===== config.mk =====
export PLATFORM = sky130hd
export DESIGN_NAME = icache_controller
export DESIGN_NICKNAME = d
export VERILOG_FILES = /design/src/rtl/icache_controller_pkg.sv /design/src/rtl/icache_line_array.sv /design/src/rtl/icache_controller.sv
export SDC_FILE = /design/constraint.sdc
export NUM_CORES = 1
export LEC_CHECK = 0
export ABC_AREA = 0
export CAP_MARGIN = 40
export CELL_PAD_IN_SITES_DETAIL_PLACEMENT = 0
export CELL_PAD_IN_SITES_GLOBAL_PLACEMENT = 1
export CORE_MARGIN = 10
export CORE_UTILIZATION = 49
export DETAILED_ROUTE_END_ITERATION = 10
export PLACE_DENSITY_LB_ADDON = 0.1
export SYNTH_ARGS = -nofsm -noshare
export SYNTH_HDL_FRONTEND = slang
export SYNTH_SLANG_ARGS = --single-unit

===== constraint.sdc =====
create_clock -name CLK -period 11.9 [get_ports CLK]
set_input_delay 2.975 -clock CLK [delete_from_list [all_inputs] [get_ports CLK]]
set_output_delay 2.975 -clock CLK [all_outputs]
set_load 0.02 [all_outputs]

===== src/rtl/icache_controller_pkg.sv =====
// Shared definitions for the direct-mapped instruction cache: FSM encodings,
// address/data widths and helpers deriving index/tag widths from SETS.
package icache_controller_pkg;

   localparam logic [1:0] ST_IDLE   = 2'd0;
   localparam logic [1:0] ST_FETCH  = 2'd1;
   localparam logic [1:0] ST_UPDATE = 2'd2;

   localparam int ADDR_W      = 32;
   localparam int WORD_W      = 32;
   localparam int BLOCK_W     = 128;
   localparam int BYTE_BITS   = 2;
   localparam int OFFSET_BITS = 2;

   // Number of index bits for a cache with 'sets' lines.
   function automatic int index_bits(input int sets);
      return $clog2(sets);
   endfunction

   // Tag takes all address bits above byte, word offset and index fields.
   function automatic int tag_bits(input int sets);
      return ADDR_W - BYTE_BITS - OFFSET_BITS - $clog2(sets);
   endfunction

endpackage


===== src/rtl/icache_line_array.sv =====
// Valid/tag/data storage for the instruction cache: one asynchronous read
// port for the hit compare and one synchronous write port used on refill.
module icache_line_array
   import icache_controller_pkg::*;
#(
   parameter int SETS  = 8,
   parameter int IDX_W = 3,
   parameter int TAG_W = 25
) (
   input  logic                 i_clk,
   input  logic                 i_rst_n,
   input  logic [IDX_W-1:0]     i_rd_index,
   output logic                 o_rd_valid,
   output logic [TAG_W-1:0]     o_rd_tag,
   output logic [BLOCK_W-1:0]   o_rd_block,
   input  logic                 i_we,
   input  logic [IDX_W-1:0]     i_wr_index,
   input  logic [TAG_W-1:0]     i_wr_tag,
   input  logic [BLOCK_W-1:0]   i_wr_block
);

   logic [SETS-1:0]    r_valid;
   logic [TAG_W-1:0]   r_tag   [SETS];
   logic [BLOCK_W-1:0] r_block [SETS];

   // Valid bits: cleared by reset, set when a refilled line is written.
   always_ff @(posedge i_clk or negedge i_rst_n) begin
      if (!i_rst_n) begin
         r_valid <= '0;
      end else if (i_we) begin
         r_valid[i_wr_index] <= 1'b1;
      end
   end

   // Tag and data storage; contents are meaningless until the valid bit is set.
   always_ff @(posedge i_clk) begin
      if (i_we) begin
         r_tag[i_wr_index]   <= i_wr_tag;
         r_block[i_wr_index] <= i_wr_block;
      end
   end

   assign o_rd_valid = r_valid[i_rd_index];
   assign o_rd_tag   = r_tag[i_rd_index];
   assign o_rd_block = r_block[i_rd_index];

endmodule


===== src/rtl/icache_controller.sv =====
// Direct-mapped read-only instruction cache. Hits answer combinationally in
// IDLE; a miss latches the line address, fetches the 128-bit block from
// instruction memory (FETCH) and writes it into the line array (UPDATE).
module icache_controller
   import icache_controller_pkg::*;
#(
   parameter int SETS = 8
) (
   input  logic          CLK,
   input  logic          RESET,
   input  logic [31:0]   ADDRESS,
   output logic [31:0]   INSTRUCTION,
   output logic          BUSYWAIT,
   output logic          MEM_READ,
   output logic [27:0]   MEM_ADDRESS,
   input  logic [127:0]  MEM_READDATA,
   input  logic          MEM_BUSYWAIT
);

   localparam int IDX_W = index_bits(SETS);
   localparam int TAG_W = tag_bits(SETS);

   logic [1:0]         r_state;
   logic [1:0]         w_next_state;
   logic [TAG_W-1:0]   r_miss_tag;
   logic [IDX_W-1:0]   r_miss_index;
   logic [BLOCK_W-1:0] r_fill_block;

   logic [TAG_W-1:0]   w_addr_tag;
   logic [IDX_W-1:0]   w_addr_index;
   logic [1:0]         w_offset;
   logic               w_rd_valid;
   logic [TAG_W-1:0]   w_rd_tag;
   logic [BLOCK_W-1:0] w_rd_block;
   logic               w_hit;
   logic               w_latch_miss;
   logic               w_capture;
   logic               w_we;
   logic [WORD_W-1:0]  w_word;
   logic               w_unused;

   assign w_addr_tag   = ADDRESS[ADDR_W-1 -: TAG_W];
   assign w_addr_index = ADDRESS[BYTE_BITS+OFFSET_BITS +: IDX_W];
   assign w_offset     = ADDRESS[BYTE_BITS +: OFFSET_BITS];
   assign w_unused     = ^ADDRESS[BYTE_BITS-1:0];

   icache_line_array #(
      .SETS  (SETS),
      .IDX_W (IDX_W),
      .TAG_W (TAG_W)
   ) u_lines (
      .i_clk      (CLK),
      .i_rst_n    (RESET),
      .i_rd_index (w_addr_index),
      .o_rd_valid (w_rd_valid),
      .o_rd_tag   (w_rd_tag),
      .o_rd_block (w_rd_block),
      .i_we       (w_we),
      .i_wr_index (r_miss_index),
      .i_wr_tag   (r_miss_tag),
      .i_wr_block (r_fill_block)
   );

   assign w_hit = w_rd_valid && (w_rd_tag == w_addr_tag);

   // Next-state logic plus the one-cycle strobes that latch, capture and write.
   always_comb begin
      w_next_state = r_state;
      w_latch_miss = 1'b0;
      w_capture    = 1'b0;
      w_we         = 1'b0;
      case (r_state)
         ST_IDLE: begin
            if (!w_hit) begin
               w_next_state = ST_FETCH;
               w_latch_miss = 1'b1;
            end else begin
               w_next_state = ST_IDLE;
            end
         end
         ST_FETCH: begin
            if (!MEM_BUSYWAIT) begin
               w_next_state = ST_UPDATE;
               w_capture    = 1'b1;
            end else begin
               w_next_state = ST_FETCH;
            end
         end
         ST_UPDATE: begin
            w_we         = 1'b1;
            w_next_state = ST_IDLE;
         end
         default: begin
            w_next_state = ST_IDLE;
         end
      endcase
   end

   // FSM state register; reset abandons any refill in progress.
   always_ff @(posedge CLK or negedge RESET) begin
      if (!RESET) begin
         r_state <= ST_IDLE;
      end else begin
         r_state <= w_next_state;
      end
   end

   // Missing line address, held stable so ADDRESS redirects cannot disturb a refill.
   always_ff @(posedge CLK or negedge RESET) begin
      if (!RESET) begin
         r_miss_tag   <= '0;
         r_miss_index <= '0;
      end else if (w_latch_miss) begin
         r_miss_tag   <= w_addr_tag;
         r_miss_index <= w_addr_index;
      end
   end

   // Block returned by memory, taken only in the cycle memory stops stalling.
   always_ff @(posedge CLK or negedge RESET) begin
      if (!RESET) begin
         r_fill_block <= '0;
      end else if (w_capture) begin
         r_fill_block <= MEM_READDATA;
      end
   end

   // Word select within the addressed line.
   always_comb begin
      w_word = w_rd_block[31:0];
      case (w_offset)
         2'd0:    w_word = w_rd_block[31:0];
         2'd1:    w_word = w_rd_block[63:32];
         2'd2:    w_word = w_rd_block[95:64];
         default: w_word = w_rd_block[127:96];
      endcase
   end

   // Outputs are forced quiet while reset is held.
   assign INSTRUCTION = RESET ? w_word : 32'd0;
   assign BUSYWAIT    = RESET && ((r_state != ST_IDLE) || !w_hit);
   assign MEM_READ    = (r_state == ST_FETCH);
   assign MEM_ADDRESS = {r_miss_tag, r_miss_index};

endmodule


======== Word level (Yosys, flattened, before mapping) ========
Memories as Yosys holds them, arrays and structs flattened.
Cells that the tools add are included.
word-level totals
  bits in registers ....................... 166
  RAM bits ................................ 1224
  bits of input ports ..................... 163
  output and inout bits ................... 62
  word-level logic and storage cells ...... 40
  memories ................................ 2
memory list
  memory           words  bits a word  read ports  clocked after memory_dff  write ports  line                     text
  u_lines.r_block  8      128          1           0                         1            icache_line_array.sv:24  logic [BLOCK_W-1:0] r_block [SETS];
  u_lines.r_tag    8      25           1           0                         1            icache_line_array.sv:23  logic [TAG_W-1:0] r_tag [SETS];
operators by class
  $lt $le $gt $ge ......................... 3
  eq/ne operators ......................... 5
  mux-type cells .......................... 16
  bitwise operators ....................... 1
  reduce and logical (&&, ||, !) cells .... 8
operator list
  cell                                                                                  number
  32-bit one-hot mux with 3 select lines                                                1
  32-bit two-way mux                                                                    1
  25-bit equality test                                                                  1
  1-bit two-way mux                                                                     10
  3-bit by 4-bit < comparator with 1-bit output (second input constant)                 2
  8-bit bitwise OR                                                                      1
  2-bit by 1-bit equality test with 1-bit output (second input constant)                2
  2-bit equality test (second input constant)                                           2
  2-bit zero test                                                                       2
  2-bit one-hot mux with 2 select lines                                                 1
  1-bit binary-select mux with 3-bit select                                             1
  1-bit demux with 3-bit select                                                         1
  3-bit by 1-bit greater-or-equal comparator with 1-bit output (second input constant)  1
  1-bit logical AND                                                                     3
  2-bit two-way mux                                                                     1
  2-bit nonzero test                                                                    1
  1-bit zero test                                                                       1
  1-bit logical OR                                                                      1

======== Depth between registers and ports, before layout ========
  word-level depth ........................ 6
  mapped depth ............................ 13
  gate-level depth less buffers ........... 7

======== Hierarchy ========
From an unflattened synthesis, not the netlist that was laid out.
unflattened totals
  cell total of the unflattened synthesis .. 2267
  area, all modules ....................... 53556.4 um2
modules (own cells, without submodules)
  module             instances  cells an instance  area an instance (um2)  sequential area each (um2)
  icache_line_array  1          1803               46259.4                 36955.4
  icache_controller  1          464                7297.0                  3953.8

======== Worst setup path before layout ========
No wires, ideal clock.
  path type ............................... reg2reg
  from .................................... register r_miss_index[0]
  to ...................................... register u_lines.r_valid[0]
  setup time .............................. 131 ps
  arrival ................................. 11992 ps
  required time ........................... 11769 ps
  setup slack ............................. -224 ps
  stages on the path, launching flop included .. 5
  buffers on the path ..................... 0
  clock period less this slack ............ 12124 ps
  cells stage by stage .................... dfrtp_1 > inv_1 > nand3b_1 > nor3_1 > or2_2
on the way
  longest elaborated chain between the ends .. 5
  elaborated cells between the ends (all ways) .. 6
  classes of those cells .................. order compare (2); mux (2); bitwise (1); reduce/logical (1)
RTL lines
  item                                                                                                                                                        line                      text
  start: declaration                                                                                                                                          icache_controller.sv:26   logic [IDX_W-1:0] r_miss_index;
  start signal: assignment                                                                                                                                    icache_controller.sv:115  r_miss_index <= w_addr_index;
  3-bit by 4-bit < comparator with 1-bit output (implied by the code) / 3-bit by 1-bit greater-or-equal comparator with 1-bit output (equally long branches)  icache_line_array.sv:31   r_valid[i_wr_index] <= 1'b1;
  1-bit logical AND (implied by the code)                                                                                                                     icache_line_array.sv:31
  1-bit two-way mux (implied by the code)                                                                                                                     icache_line_array.sv:31
  1-bit demux with 3-bit select *                                                                                                                             n/a
  8-bit bitwise OR (no line) *                                                                                                                                n/a
  end signal: assignment                                                                                                                                      icache_line_array.sv:29   r_valid <= '0;
  end signal: indexed assignment                                                                                                                              icache_line_array.sv:31
  end: declaration                                                                                                                                            icache_line_array.sv:22   logic [SETS-1:0] r_valid;
Every way passes the cells marked *; elsewhere a longest branch is shown, timed or not.
A chain may end at the register's enable or synchronous reset.

======== Final worst setup path ========
  from .................................... input port ADDRESS[4]
  to ...................................... output port BUSYWAIT
on the way
  longest elaborated chain between the ends .. 6
  elaborated cells between the ends (all ways) .. 8
  classes of those cells .................. eq/ne (1); mux (2); reduce/logical (4); memory (1)
RTL lines
  item                                                                                        line                                              text
  start: declaration                                                                          icache_controller.sv:11                           input logic [31:0] ADDRESS,
  memory read 8 x 25 bit / 1-bit binary-select mux with 3-bit select (equally long branches)  n/a
  25-bit equality test / 1-bit two-way mux (equally long branches)                            icache_controller.sv:64, icache_line_array.sv:43
  1-bit logical AND *                                                                         icache_controller.sv:64                           assign w_hit = w_rd_valid && (w_rd_tag == w_addr_tag);
  1-bit zero test *                                                                           icache_controller.sv:141                          assign BUSYWAIT = RESET && ((r_state != ST_IDLE) || !w_hit);
  1-bit logical OR *                                                                          icache_controller.sv:141
  1-bit logical AND *                                                                         icache_controller.sv:141
  end: declaration                                                                            icache_controller.sv:13                           output logic BUSYWAIT,
Every way passes the cells marked *; elsewhere a longest branch is shown, timed or not. The select of a mux whose other input is x is not followed.

==> results.yml <==
run_status:
  run_status: "complete, no violations"
critical_path:
  startpoint_kind_of_the_worst_setup_timing_path: "input port"
  path_max_fanout: 79
  timing.critical_path.max_delay_family: "buffers and inverters"
  path_class: "in2out"
  cp_data_required_time_ps: 8930
  cp_data_arrival_time_ps: 6780
  path_cells: "buf_8 -> mux4_2 -> mux2i_1 -> xnor2_1 -> nor4_1 -> and4_1 -> buf_4 -> and2_1 -> a21boi_0 -> clkdlybuf4s50_1"
  critPathBufInv: 3
  worst_path_largest_cell_delay_ps: 630
  critPathSlowestCell: "buf_8"
  worstSetupEndpointType: "output port"
pwr:
  fin_total_pwr_mw: 12.1
  static-leakage-power_nw: 20.4
  power.density_cell_area_nw_per_um2: 193
  max_vdd_drop_mv: 0.157
detailed_routing:
  route.antenna.remaining_nets: 0
  wl_per_cell_um: 29.0
  wire_length_after_detailed_routing_um: 120000
  drt_iter0_drc: 1947
  first_pass_iters: 6
  drc_errors: 0
  via_count: 24600
  routed_via_density: 5.91
synthesis:
  syn-mean-instance-area_um2: 23.1
  ys_async_sr_fraction: 0.119
  post_synth_top_flop: "edfxtp_1"
  netlist_area_um2: 53500
  synth_seq_cells: 1390
  post_synthesis_sequential_area_ratio: 0.765
  synth_edf_count: 1224
  synthesis.instances: 2319
  syn_nets: 2482
  yosysUniqueCellTypes: 41
  synthesis.yosys.warnings: 0
clocking:
  numCtsBuffers: 146
  buffer_depth_of_the_longest_clock_path: 3
  postCtsSetupBuffers: 0
  clk_latency_ps: 750
  numClockSinks: 1390
  cts.repair.resized: 0
  cts.htree.levels: 4
  cts-hold-fix-buffers: 0
  cts.reportedPaths.clkPinSlew_ps: 60
  cts_tree: "yes"
  cts-root-buf: "clkbuf_16"
finish:
  layout-area-overhead-vs-synth_pct: 17.0
  layout.core_utilization: 0.577
  final_cell_area_um2: 62600
  seqCellArea_um2: 40900
  antenna_cells: 0
  layout-drive-gt1-share: 0.290
  n_fill_cell: 7842
  final_nets: 2781
  multi_input_area_um2: 11900
global_route:
  global_route.usage.total: 0.199
  grt_first_pass_wirelength_um: 180000
  grt_max_degree: 130
  grt_pass1_vias: 26900
  global_route.overflow_total: 0
  antenna_found_initial: 3
die:
  rows: 121
  io_pins: 225
  floorplan.initialDensity: 0.493
  die_area_um2: 123000
  core-area_um2: 109000
  fp.dieW_um: 350
  floorplan.die.height_um: 350
placement:
  place.detailed.hpwl_um: 64800
  dpl-instance-area_um2: 57700
  dp_slack_ps: 2080
  globalplace.congestion: 0.733
  numPortBuffers: 222
sta:
  tightestPinTransition_ps: 1030
  slew_violations: 0
  setup_viol: 0
  finalWorstPathRequiredPeriod_ps: 9750
  rsz0062_at_grt: "false"
  number_of_failing_hold_endpoints_at_the_final_stage: 0
  totalNegativeSetupSlack_ps: 0
  fin_ws_ps: 2150
  slew-limit-headroom: 0.310
  clock-skew-final_ps: 24.0
  final.period_utilization: 0.820
  fmax_ghz: 0.103
run:
  maxCapViolCount: 0
worst_hold_path:
  worst_hold_path_type: "reg2reg"
flip-flops by register name, indices dropped and copies added (netlist names):
signal           count
r_miss_tag          25
u_lines.r_block   1024
u_lines.r_valid      8
r_state              2
u_lines.r_tag      200
r_fill_block       128
r_miss_index         3
report_power, final:
part | internal (mW) | switching [mW] | total, mW
Sequential | 6.04 | 0.462 | 6.51
Clock | 2.70 | 1.83 | 4.54
Combinational | 0.516 | 0.506 | 1.02
cell families after synthesis:
family / share of synthesized area
DFF: 0.765
muxes: 0.193
buffers and inverters: 0.0141
and+or+nand+nor: 0.0127
AOI/OAI and AO/OA: 0.0126
xor gates and xnor gates: 0.00311
path summary, 6_finish.rpt:
path                               startpoint                      to  slack (ps)  cells past startpoint
min in group asynchronous               RESET        r_fill_block[57]        2200                      1
max in group asynchronous               RESET          r_miss_tag[19]        8510                      2
hold / removal             u_lines.r_valid[6]      u_lines.r_valid[6]         470                      1
setup reg to reg              r_miss_index[0]  u_lines.r_block[0][42]        8400                      6
hold reg to reg            u_lines.r_valid[6]      u_lines.r_valid[6]         470                      1
setup / recovery                   ADDRESS[4]                BUSYWAIT        2150                     10
through the flow:
step | hold slack (ps) | instances
2_1_floorplan | 434 | 2319
3_3_place_gp | 447 | 3870
3_5_place_dp | 452 | 3884
4_1_cts | 467 | 4156
5_1_grt | 476 | 4156
6_report | 467 | 4156
metal layers:
metal | GRT usage | vias up | part of all wire
li1 | - | 10400 | -
met2 | 0.340 | 644 | 0.52
met3 | 0.0366 | 159 | 0.048
met5 | 0 | - | 0
met1 | 0.262 | 13400 | 0.41
met4 | 0.0525 | 0 | 0.020
worst register-to-register path, delay by kind of cell, from the launching register on:
kind                   cells  cell delay, ps
buffers and inverters      4            1620
and+or+nand+nor            2            1030
DFF                        1             450
cell type report:
class | instances | area share
sequential | 1390 | 0.654
multi-input combinational | 768 | 0.190
clock inverter | 65 | 0.0112
inverter | 30 | 0.00180
clock buffer | 207 | 0.0663
tap | 1414 | 0.0283
timing repair buffer | 282 | 0.0487
cells in the final DEF (no fill, tap or decap), types with 7 or more instances in the layout:
cell             Yosys  final
a31o_1              20     20
buf_4                9     39
clkinvlp_4           0      7
bufinv_16            0     12
clkdlybuf4s50_1      0    216
a32o_1              28     28
a31o_2               8      8
clkinv_2             0     19
nor2b_1             36     35
xor2_1              13     13
edfxtp_1          1224   1224
buf_12               0     10
nor4_1              31     31
mux2_2             128    128
mux4_2             362    362
or2_2                8      8
inv_1               30     30
mux2i_1             71     71
clkbuf_1            53     42
buf_16               0     12
clkbuf_16            0    153
clkbuf_8             0     12
dfrtp_1            166    166
clkinv_1             0     19
cell usage after synthesis, types with 2 or more instances:
library cell  number  area share
xnor2_1            6     0.00098
nor3_1             4     0.00037
edfxtp_1        1224        0.69
buf_6             10      0.0021
mux2_2           128       0.027
buf_1             26      0.0018
or3_1              2     0.00023
nor4_1            31      0.0036
a221oi_1           2     0.00033
mux2i_1           71       0.013
nor2b_1           36      0.0042
dfrtp_1          166       0.078
and3_1             2     0.00023
a31o_2             8      0.0013
or2_2              8     0.00094
nor2_1            12     0.00084
nand3b_1           2     0.00028
inv_1             30      0.0021
nand4_1            2     0.00023
mux4_2           362        0.15
buf_2             33      0.0031
buf_4              9      0.0013
xor2_1            13      0.0021
a32o_1            28      0.0052
o21ai_0            3     0.00028
a22oi_1            6     0.00084
a22o_1             3     0.00049
and2_1             2     0.00023
a21oi_1            3     0.00028
clkbuf_1          53      0.0037
nand2_1            5     0.00035
a31o_1            20      0.0033
Power figures use the tool's default switching activity.
==> RTL edit: new RTL, same settings <==
Reset style: synchronous (`RESET` and `i_rst_n`), changed in 4 clocked blocks. Comments in the files are not updated.
--- a/src/rtl/icache_line_array.sv
+++ b/src/rtl/icache_line_array.sv
@@ -26,3 +26,3 @@
    // Valid bits: cleared by reset, set when a refilled line is written.
-   always_ff @(posedge i_clk or negedge i_rst_n) begin
+   always_ff @(posedge i_clk) begin
       if (!i_rst_n) begin
--- a/src/rtl/icache_controller.sv
+++ b/src/rtl/icache_controller.sv
@@ -99,3 +99,3 @@
    // FSM state register; reset abandons any refill in progress.
-   always_ff @(posedge CLK or negedge RESET) begin
+   always_ff @(posedge CLK) begin
       if (!RESET) begin
@@ -108,3 +108,3 @@
    // Missing line address, held stable so ADDRESS redirects cannot disturb a refill.
-   always_ff @(posedge CLK or negedge RESET) begin
+   always_ff @(posedge CLK) begin
       if (!RESET) begin
@@ -119,3 +119,3 @@
    // Block returned by memory, taken only in the cycle memory stops stalling.
-   always_ff @(posedge CLK or negedge RESET) begin
+   always_ff @(posedge CLK) begin
       if (!RESET) begin
Behaviour: differs if RESET is asserted again (counterexample within 4 cycles, from zero or initial values and one cycle with RESET low); with RESET held inactive, the same outputs for 4 cycles.
==> RTL edit against the unedited design <==
Die area decreased by 1.2%. Sequential cell count is the same. Combinational power is 48% lower. Critical path depth unchanged. Synthesized area down 1.3%. Clock power rose by 1%. Cell area down 0.87%. Clock skew about the same. Worst setup slack improved by 290 ps. Register-to-register slack improved by 270 ps. Core utilization up 0.30 points. Routed wire length increased by 0.58%. Power shrank 13%.
==> RTL edit: results (changes against the unedited design) <==
Yosys
  • Sequential share of the synthesized area: 75.9% (-0.58 points)
  • Compound-cell area share of the yosys netlist: 2.26% (+1.0 points)
  • Largest cells by area after synthesis: edfxtp_1, mux4_2, dfxtp_1
  • XOR/XNOR Fraction of Synth Area: 0.348% (+0.037 points)
  • Syn_nets: 2,723 (+9.7%)
  • Multiplexer share of the synthesized area: 17.3% (-2.0 points)
  • Ys async rst share: 0% (-12 points)
  • Synth cell types: 38 (-7.3%)

Placement
  • Post-DP Area: 57,100 um^2 (-1.1%)
  • GPL Wtd Cong: 0.713 (-2.7%)
  • Post-Place Worst Slack: 2280 ps (+206 ps)
  • Hpwl dp: 67,600 um (+4.4%)

Worst hold path
  • Worst hold start: u_lines.r_valid[6]
  • Hold path endpoint: u_lines.r_valid[6]

STA
  • Setup Skew: 23.5 ps (-0.428 ps)
  • Setup ws final: 2430 ps (+288 ps)

Global route
  • Number of global-route vias before repair: 27,300 (+1.4%)
  • Initial antenna violation count: 5 (+2)
  • First-pass GRT wire length: 181,000 um (+0.59%)

Run status
  • Status: complete, no violations

Power
  • Maximum vdd drop: 0.0000928 V (-41%)
  • Leak: 21.1 nW (+3.3%)
  • Logic pwr share: 5.0% (-3.5 points)
  • Sw power: 2.14 mW (-24%)

Critical path
  • Critical-path maximum fanout: 87 (+10%)
  • Setup crit start: ADDRESS[5]
  • Critical path's slowest cell: buf_4
  • R2R Path Start: r_state[1]
  • CP arrival: 6490 ps (-290 ps)
  • R2R Path End: u_lines.r_block[2][110]
  • Register-to-Register Path Depth: 5 (-1)

Route
  • DR WL/cell: 27.8 um (-4.2%)
  • Drt pass-1 iters: 5 (-1)

Clock tree
  • Clock latency on the worst-skew pair: 730 ps (-20 ps)

Final layout
  • Layout Nets: 3,003 (+8.0%)
## RTL edit: cell types whose count changed in the layout (fill, tap and decap cells not counted), moves of 20 or more
cell	change
nand2_1	+310
dfrtp_1	-166
dfxtp_1	+166
a21boi_0	+128
mux2_2	-128
inv_1	-30
mux2i_1	+30
nor4_1	-29
a32o_1	-28
a31o_1	-20
## RTL edit: routing by layer
layer	part of all wire, %	GRT usage, %	vias up
met5	0.026	0	-
met4	1.7	4.76	6
met3	6.4	4.48	163
met2	48	31.9	722
met1	44	28.4	13500
li1	-	-	10900
## RTL edit: final cells by class
class	instances	area [um^2]
Antenna cell	1	2.50
Fill cell	7837	45000
Multi-Input combinational cell	1023	12200
Timing Repair Buffer	281	3100
Tap cell	1403	1760
Sequential cell	1390	40100
Clock inverter	53	613
Clock buffer	213	4330
## RTL edit: metrics by stage
stage               power (mW)  std cells  hold WS [ps]
finish                    10.6       4364           461
global route              10.9       4363           480
CTS                       10.7       4363           462
detailed placement        6.07       4097           448
global placement          6.04       4081           441
floorplan                 5.82       2560           435
